`config.mk`:
```
export PLATFORM = sky130hd
export DESIGN_NAME = otp_keypad_entry_flat
export DESIGN_NICKNAME = d
export VERILOG_FILES = /design/src/rtl/otp_keypad_entry_pkg.sv /design/src/rtl/otp_keypad_entry_if.sv /design/src/rtl/otp_keypad_entry_keypad_scan.sv /design/src/rtl/otp_keypad_entry.sv /design/src/flat_wrapper.sv
export SDC_FILE = /design/constraint.sdc
export NUM_CORES = 1
export LEC_CHECK = 0
export BUFFER_PORTS_ARGS = -buffer_cell sky130_fd_sc_hd__buf_2
export CORE_UTILIZATION = 30
export CTS_BUF_LIST = sky130_fd_sc_hd__clkbuf_16
export DETAILED_ROUTE_END_ITERATION = 8
export PLACE_DENSITY = 0.5
export SLEW_MARGIN = 25
export SYNTH_ARGS = -nofsm -noshare
export SYNTH_HDL_FRONTEND = slang
export SYNTH_SLANG_ARGS = --single-unit
```
`constraint.sdc`:
```
create_clock -name clk -period 5.17 [get_ports clk]
set_input_delay 0.7755 -clock clk [delete_from_list [all_inputs] [get_ports clk]]
set_output_delay 0.7755 -clock clk [all_outputs]
set_load 0.03 [all_outputs]
```
`src/rtl/otp_keypad_entry_pkg.sv`:
```
// Shared definitions for the OTP keypad entry block: key codes, widths,
// scanner state encoding and the keypad position-to-code map.
package otp_keypad_entry_pkg;

    localparam int unsigned OTP_DIGITS = 4;
    localparam int unsigned OTP_W      = 4 * OTP_DIGITS;
    localparam int unsigned CNT_W      = 3;

    localparam logic [3:0] K_ENTER = 4'hE;
    localparam logic [3:0] K_CLEAR = 4'hC;
    localparam logic [3:0] K_BKSP  = 4'hB;
    localparam logic [3:0] K_NONE  = 4'hF;

    typedef enum logic [1:0] {
        S_SCAN     = 2'd0,
        S_DEBOUNCE = 2'd1,
        S_PRESSED  = 2'd2,
        S_WAIT_REL = 2'd3
    } scan_state_e;

    // Physical layout (rows top to bottom, columns left to right):
    //   1 2 3 -     / 4 5 6 -     / 7 8 9 CLEAR / BKSP 0 ENTER -
    function automatic logic [3:0] keymap(input logic [1:0] col_idx, input logic [1:0] row_idx);
        logic [3:0] code;
        case ({col_idx, row_idx})
            4'h0:    code = 4'd1;
            4'h1:    code = 4'd4;
            4'h2:    code = 4'd7;
            4'h3:    code = K_BKSP;
            4'h4:    code = 4'd2;
            4'h5:    code = 4'd5;
            4'h6:    code = 4'd8;
            4'h7:    code = 4'd0;
            4'h8:    code = 4'd3;
            4'h9:    code = 4'd6;
            4'hA:    code = 4'd9;
            4'hB:    code = K_ENTER;
            4'hE:    code = K_CLEAR;
            default: code = K_NONE;
        endcase
        return code;
    endfunction

    // Lowest-index active-low row wins when several rows are pulled low.
    function automatic logic [1:0] first_low(input logic [3:0] row);
        logic [1:0] idx;
        if (!row[0])      idx = 2'd0;
        else if (!row[1]) idx = 2'd1;
        else if (!row[2]) idx = 2'd2;
        else              idx = 2'd3;
        return idx;
    endfunction

    // Active-low one-hot column drive for a column index.
    function automatic logic [3:0] col_drive(input logic [1:0] idx);
        return ~(4'b0001 << idx);
    endfunction

endpackage

```
`src/rtl/otp_keypad_entry_if.sv`:
```
// Keypad and OTP result bus.
//   row        keypad rows, active-low (from keypad)
//   col        column drive, active-low one-hot (to keypad)
//   user_otp   entered digits, newest in [3:0]
//   user_otp_q submitted OTP, valid while otp_valid is high
//   digit_cnt  digits held, 0..4
//   otp_valid  one-cycle submission strobe
//   key_strobe one-cycle pulse per accepted key press
interface otp_keypad_entry_if;
    import otp_keypad_entry_pkg::*;

    logic [3:0]       row;
    logic [3:0]       col;
    logic [OTP_W-1:0] user_otp;
    logic [OTP_W-1:0] user_otp_q;
    logic [CNT_W-1:0] digit_cnt;
    logic             otp_valid;
    logic             key_strobe;

    modport master (
        input  row,
        output col, user_otp, user_otp_q, digit_cnt, otp_valid, key_strobe
    );

    modport slave (
        output row,
        input  col, user_otp, user_otp_q, digit_cnt, otp_valid, key_strobe
    );

endinterface

```
`src/rtl/otp_keypad_entry_keypad_scan.sv`:
```
// 4x4 keypad scanner: rotates the column drive, synchronises the rows,
// debounces press and release, and emits one key_press pulse per press.
//   clk, rst     clock, synchronous active-high reset
//   row          raw keypad rows (asynchronous, active-low)
//   col          registered column drive, active-low one-hot
//   key_code     decoded key, valid while key_press is high
//   key_press    one-cycle pulse per accepted press
module otp_keypad_entry_keypad_scan
    import otp_keypad_entry_pkg::*;
#(
    parameter int unsigned SCAN_DIV     = 50000,
    parameter int unsigned DEBOUNCE_CNT = 20
) (
    input  logic       clk,
    input  logic       rst,
    input  logic [3:0] row,
    output logic [3:0] col,
    output logic [3:0] key_code,
    output logic       key_press
);

    localparam int unsigned DIV_W = (SCAN_DIV > 2) ? $clog2(SCAN_DIV) : 1;
    localparam int unsigned DEB_W = (DEBOUNCE_CNT > 1) ? $clog2(DEBOUNCE_CNT) : 1;

    scan_state_e      state;
    logic [3:0]       row_s1, row_s2;
    logic [1:0]       col_d1, col_d2;
    logic [1:0]       col_idx;
    logic [DIV_W-1:0] div_cnt;
    logic [DEB_W-1:0] deb_cnt;
    logic [3:0]       row_pat;
    logic             tick;
    logic             settled;

    assign tick    = (div_cnt == DIV_W'(SCAN_DIV - 1));
    // col_d2 is the column that produced row_s2; samples taken while the
    // synchroniser still carries another column's rows are skipped.
    assign settled = (col_d2 == col_idx);

    // Synchroniser, scan divider and scan/debounce FSM.
    always_ff @(posedge clk) begin
        if (rst) begin
            state     <= S_SCAN;
            row_s1    <= 4'hF;
            row_s2    <= 4'hF;
            col_d1    <= 2'd0;
            col_d2    <= 2'd0;
            col_idx   <= 2'd0;
            col       <= 4'b1110;
            div_cnt   <= '0;
            deb_cnt   <= '0;
            row_pat   <= 4'hF;
            key_code  <= K_NONE;
            key_press <= 1'b0;
        end else begin
            row_s1    <= row;
            row_s2    <= row_s1;
            col_d1    <= col_idx;
            col_d2    <= col_d1;
            div_cnt   <= tick ? '0 : div_cnt + DIV_W'(1);
            key_press <= 1'b0;

            case (state)
                S_SCAN: begin
                    if (row_s2 != 4'hF) begin
                        // Freeze on the column that actually produced the rows.
                        row_pat <= row_s2;
                        deb_cnt <= '0;
                        col_idx <= col_d2;
                        col     <= col_drive(col_d2);
                        state   <= S_DEBOUNCE;
                    end else if (tick) begin
                        col_idx <= col_idx + 2'd1;
                        col     <= col_drive(col_idx + 2'd1);
                    end
                end

                S_DEBOUNCE: begin
                    if (tick && settled) begin
                        if (row_s2 != row_pat) begin
                            state <= S_SCAN;
                        end else if (deb_cnt == DEB_W'(DEBOUNCE_CNT - 1)) begin
                            state     <= S_PRESSED;
                            key_press <= 1'b1;
                            key_code  <= keymap(col_idx, first_low(row_pat));
                        end else begin
                            deb_cnt <= deb_cnt + DEB_W'(1);
                        end
                    end
                end

                S_PRESSED: begin
                    deb_cnt <= '0;
                    state   <= S_WAIT_REL;
                end

                S_WAIT_REL: begin
                    if (tick && settled) begin
                        if (row_s2 != 4'hF) begin
                            deb_cnt <= '0;
                        end else if (deb_cnt == DEB_W'(DEBOUNCE_CNT - 1)) begin
                            state   <= S_SCAN;
                            col_idx <= col_idx + 2'd1;
                            col     <= col_drive(col_idx + 2'd1);
                        end else begin
                            deb_cnt <= deb_cnt + DEB_W'(1);
                        end
                    end
                end

                default: state <= S_SCAN;
            endcase
        end
    end

endmodule

```
`src/rtl/otp_keypad_entry.sv`:
```
// OTP keypad entry: scans a 4x4 keypad and collects a 4-digit BCD code.
// Digits shift in at [3:0]; BKSP drops the newest digit, CLEAR empties the
// entry, ENTER with four digits pulses otp_valid with the code in user_otp_q.
// Build option: define OTP_AUTOSUBMIT_EN to submit on the fourth digit
// (ENTER then does nothing).
//   clk, rst  clock, synchronous active-high reset
//   bus       otp_keypad_entry_if.master: row in; col, user_otp, user_otp_q,
//             digit_cnt, otp_valid, key_strobe out
module otp_keypad_entry
    import otp_keypad_entry_pkg::*;
#(
    parameter int unsigned SCAN_DIV     = 50000,
    parameter int unsigned DEBOUNCE_CNT = 20
) (
    input logic                 clk,
    input logic                 rst,
    otp_keypad_entry_if.master  bus
);

`ifdef OTP_AUTOSUBMIT_EN
    localparam bit AUTOSUBMIT = 1'b1;
`else
    localparam bit AUTOSUBMIT = 1'b0;
`endif

    logic [3:0]       key_code;
    logic             key_press;
    logic [OTP_W-1:0] user_otp;
    logic [OTP_W-1:0] user_otp_q;
    logic [CNT_W-1:0] digit_cnt;
    logic             otp_valid;

    otp_keypad_entry_keypad_scan #(
        .SCAN_DIV     (SCAN_DIV),
        .DEBOUNCE_CNT (DEBOUNCE_CNT)
    ) u_scan (
        .clk       (clk),
        .rst       (rst),
        .row       (bus.row),
        .col       (bus.col),
        .key_code  (key_code),
        .key_press (key_press)
    );

    // Key actions land the cycle after key_press.
    always_ff @(posedge clk) begin
        if (rst) begin
            user_otp   <= '0;
            user_otp_q <= '0;
            digit_cnt  <= '0;
            otp_valid  <= 1'b0;
        end else begin
            otp_valid <= 1'b0;
            if (key_press) begin
                if (key_code <= 4'd9) begin
                    if (digit_cnt < CNT_W'(OTP_DIGITS)) begin
                        if (AUTOSUBMIT && (digit_cnt == CNT_W'(OTP_DIGITS - 1))) begin
                            otp_valid  <= 1'b1;
                            user_otp_q <= {user_otp[OTP_W-5:0], key_code};
                            user_otp   <= '0;
                            digit_cnt  <= '0;
                        end else begin
                            user_otp  <= {user_otp[OTP_W-5:0], key_code};
                            digit_cnt <= digit_cnt + CNT_W'(1);
                        end
                    end
                end else begin
                    case (key_code)
                        K_BKSP: begin
                            if (digit_cnt != '0) begin
                                user_otp  <= user_otp >> 4;
                                digit_cnt <= digit_cnt - CNT_W'(1);
                            end
                        end
                        K_CLEAR: begin
                            user_otp  <= '0;
                            digit_cnt <= '0;
                        end
                        K_ENTER: begin
                            if (!AUTOSUBMIT && (digit_cnt == CNT_W'(OTP_DIGITS))) begin
                                otp_valid  <= 1'b1;
                                user_otp_q <= user_otp;
                                user_otp   <= '0;
                                digit_cnt  <= '0;
                            end
                        end
                        default: ;
                    endcase
                end
            end
        end
    end

    assign bus.key_strobe = key_press;
    assign bus.user_otp   = user_otp;
    assign bus.user_otp_q = user_otp_q;
    assign bus.digit_cnt  = digit_cnt;
    assign bus.otp_valid  = otp_valid;

endmodule
```
`src/flat_wrapper.sv`:
```
// flat-port wrapper written by rule: the top's interface ports become plain ports
module otp_keypad_entry_flat import otp_keypad_entry_pkg::*;
#(
    parameter int unsigned SCAN_DIV     = 50000,
    parameter int unsigned DEBOUNCE_CNT = 20
)
  (clk, rst, bus_row, bus_col, bus_user_otp, bus_user_otp_q, bus_digit_cnt, bus_otp_valid, bus_key_strobe);
  otp_keypad_entry_if bus_i ();
  input logic clk;
  input logic rst;
  input wire logic [$bits(bus_i.row)-1:0] bus_row;
  output wire logic [$bits(bus_i.col)-1:0] bus_col;
  output wire logic [$bits(bus_i.user_otp)-1:0] bus_user_otp;
  output wire logic [$bits(bus_i.user_otp_q)-1:0] bus_user_otp_q;
  output wire logic [$bits(bus_i.digit_cnt)-1:0] bus_digit_cnt;
  output wire logic [$bits(bus_i.otp_valid)-1:0] bus_otp_valid;
  output wire logic [$bits(bus_i.key_strobe)-1:0] bus_key_strobe;
  assign bus_i.row = bus_row;
  assign bus_col = bus_i.col;
  assign bus_user_otp = bus_i.user_otp;
  assign bus_user_otp_q = bus_i.user_otp_q;
  assign bus_digit_cnt = bus_i.digit_cnt;
  assign bus_otp_valid = bus_i.otp_valid;
  assign bus_key_strobe = bus_i.key_strobe;
  otp_keypad_entry #(.SCAN_DIV(SCAN_DIV), .DEBOUNCE_CNT(DEBOUNCE_CNT)) u_core (.clk(clk), .rst(rst), .bus(bus_i));
endmodule
```
==> reports/metrics.yaml <==
final_core_util_pct: 36.22
wl_per_cell_um: 13.80
final_max_slew_viol_count: 0
power.density_nw_per_um2: 306.2
start_util_pct: 31.33
multi_input_area_um2: 2162
grt_overflow: 0
num_vias: 3463
yosysWarnings: 0
worst_pin_slew_ns: 1.016
grt_max_degree: 59
syn-instance-count: 472
cts-htree-levels: 3
dieWidth_um: 118.0
io_buffers: 46
p_leak_nw: 1.753
cts.sinks: 86
drcViolationCount: 0
design_area_um2: 4663
critPathArrivalTime_ns: 2.53
synth_top_area_share_pct: 42.68
setup_tns_ns: 0
routed_wl_mm: 9.387
synth.distinct_cells: 58
gp_congestion: 0.8008
status: "completed"
cts-resized-gates: 0
area_delta_synth_final_pct: 15.60
synth_most_common_cell: "dfxtp_1"
track_usage_pct: 13.92
synth_area_um2: 4034
synth_nets: 492
finClkSkew_ns: 0.007262
ys_top_cells_by_count: "dfxtp_1, nand2_1, nor2_1"
insertion_delay_ns: 0.34
routed.top_layer: "met4"
finalCritPeriodShare_pct: 43.92
hold_class: "reg -> reg"
worst_setup_path_end_kind: "flip-flop"
slowest_delay_ns: 0.83
dr_wl_met3_um: 380
drt_first_iter_violations: 172
hold_slack_ns: 0.4086
rows: 41
seq_area_um2: 1722
cts_buffers: 9
maxCapViolations: 0
die_area_um2: 13910
synth_edf_count: 0
first_pass_iters: 4
dpl_cell_area_um2: 4382
drive_gt1_share_pct: 14.96
fmax_mhz: 440.4
vdd_drop_max_uv: 150.3
synth-async-reset-ratio_pct: 0
diodes: 0
wl_met1_mm: 4.711
ctsRootBufferMaster: "clkbuf_16"
cp_cell_sequence: "inv_1 > ha_1 > nand2b_1 > a21boi_0 > o211ai_1 > a31oi_1 > a211oi_1"
finalSetupViolations: 0
worst_setup_path_start_kind: "flip-flop"
worstSetupPathType: "reg -> reg"
rsz0062_at_grt: "no"
crit_slowest_cell: "o211ai_1"
period_needed_ns: 2.270
clockBufferDepth: 2
cp_data_required_time_ns: 5.43
fillers: 1329
synth_top_area_cell: "dfxtp_1"
num-nets-final: 524
core_area_um2: 12880
crit_fanout: 13
cts-hold-fix-buffers: 0
ys_seq_elements: 86
fp.dieH_um: 118.0
ios: 47
cts_tree: "done"
maxSlewHeadroom_pct: 31.94
cts_setup_buffers: 0
wl_met2_mm: 4.099
total_power_mw: 1.428
grt_pass1_wl_mm: 15.62
grt_pass1_vias: 3098
yosys-top-cells-area: "dfxtp_1, nand2_1, ha_1"
yosysSeqAreaShare_pct: 42.68
drtAntennaViolNets: 0
dpl.hpwl_mm: 6.493
antenna_found_initial: 0
clk_pin_slew_ns: 0.06
viasPerCell: 5.093
synth_flop_cell: "dfxtp_1"
hold_viol: 0
postSynthAreaPerCell_um2: 8.546
## flip-flops by register name, indices dropped and copies added, names as in the netlist, 3 cells and up, named ones only
register	count
u_core.bus.digit_cnt	3
u_core.u_scan.div_cnt	16
u_core.u_scan.col	4
u_core.bus.user_otp_q	16
u_core.bus.user_otp	16
u_core.u_scan.row_s1	4
u_core.u_scan.row_pat	4
u_core.u_scan.key_code	4
u_core.u_scan.row_s2	4
u_core.u_scan.deb_cnt	5
## area by class of cell
| type | instances | area share (%) |
|---|---|---|
| flip-flops and latches | 86 | 36.92 |
| multi-input cells | 349 | 46.36 |
| clock buffers | 9 | 4.830 |
| repair buffers | 48 | 5.259 |
| well taps | 172 | 4.615 |
| clock inverters | 6 | 1.207 |
| inverters | 10 | 0.8049 |
## logic make-up after synthesis
| group | Yosys count | synth area share, % |
|---|---|---|
| compound gates | 119 | 19.85 |
| mux | 3 | 0.7444 |
| xor+xnor | 20 | 4.342 |
| flops | 86 | 42.68 |
| buf+inv | 37 | 3.722 |
| fa+ha+maj | 14 | 4.342 |
| simple gates | 193 | 24.32 |
## report_power, final
| group | leakage [nW] | switching (mW) | internal [mW] |
|---|---|---|---|
| registers | 0.698 | 0.0158 | 0.678 |
| clock network | 0.148 | 0.257 | 0.367 |
| logic | 0.908 | 0.0691 | 0.0414 |
## per-stage QoR
step                      setup WS [ns]  instances
final                             2.900        680
after floorplan                   3.053        472
after global routing              2.720        680
after detailed placement          2.725        665
after global placement            2.760        665
after CTS                         2.956        680
## worst max-delay path, delay by kind of cell (launching register included)
kind,cells,cell delay (ns)
AO/OA/AOI/OAI,4,1.38
buffers and inverters,1,0.09
adder cells (fa/ha/maj),1,0.24
flip-flops,1,0.40
AND/OR/NAND/NOR,1,0.08
## layer usage
layer  up-vias  track usage (%)
met4         0            6.651
li1       1768                -
met5         -                0
met2        68            20.44
met3        20            3.537
met1      1607            18.84
## layout by cell type (no fill, tap or decap), types with 4 or more instances in the layout
| master | count |
|---|---|
| or4_1 | 10 |
| a21oi_1 | 30 |
| dfxtp_1 | 86 |
| a31oi_1 | 13 |
| ha_1 | 14 |
| o21ai_0 | 11 |
| nor3_1 | 10 |
| buf_2 | 46 |
| xor2_1 | 7 |
| nor2b_1 | 5 |
| a22oi_1 | 9 |
| xnor2_1 | 13 |
| nand3_1 | 21 |
| o31ai_1 | 12 |
| nor2_1 | 32 |
| and3_1 | 9 |
| nand4_1 | 4 |
| nand2_1 | 68 |
| clkbuf_16 | 9 |
| o211ai_1 | 5 |
| or2_2 | 10 |
| inv_1 | 11 |
| a211oi_1 | 13 |
| nand2b_1 | 6 |
## path summary, 6_finish.rpt
kind | start | to | depth (start not counted) | slack, ns
setup / recovery | u_core.bus.digit_cnt[0] | u_core.bus.user_otp[0] | 7 | 2.90
hold / removal | u_core.u_scan.row_s1[2] | u_core.u_scan.row_s2[2] | 1 | 0.41
setup reg to reg | u_core.bus.digit_cnt[0] | u_core.bus.user_otp[0] | 7 | 2.90
hold reg to reg | u_core.u_scan.row_s1[2] | u_core.u_scan.row_s2[2] | 1 | 0.41
Note: power is estimated with default switching activity, not from simulation.
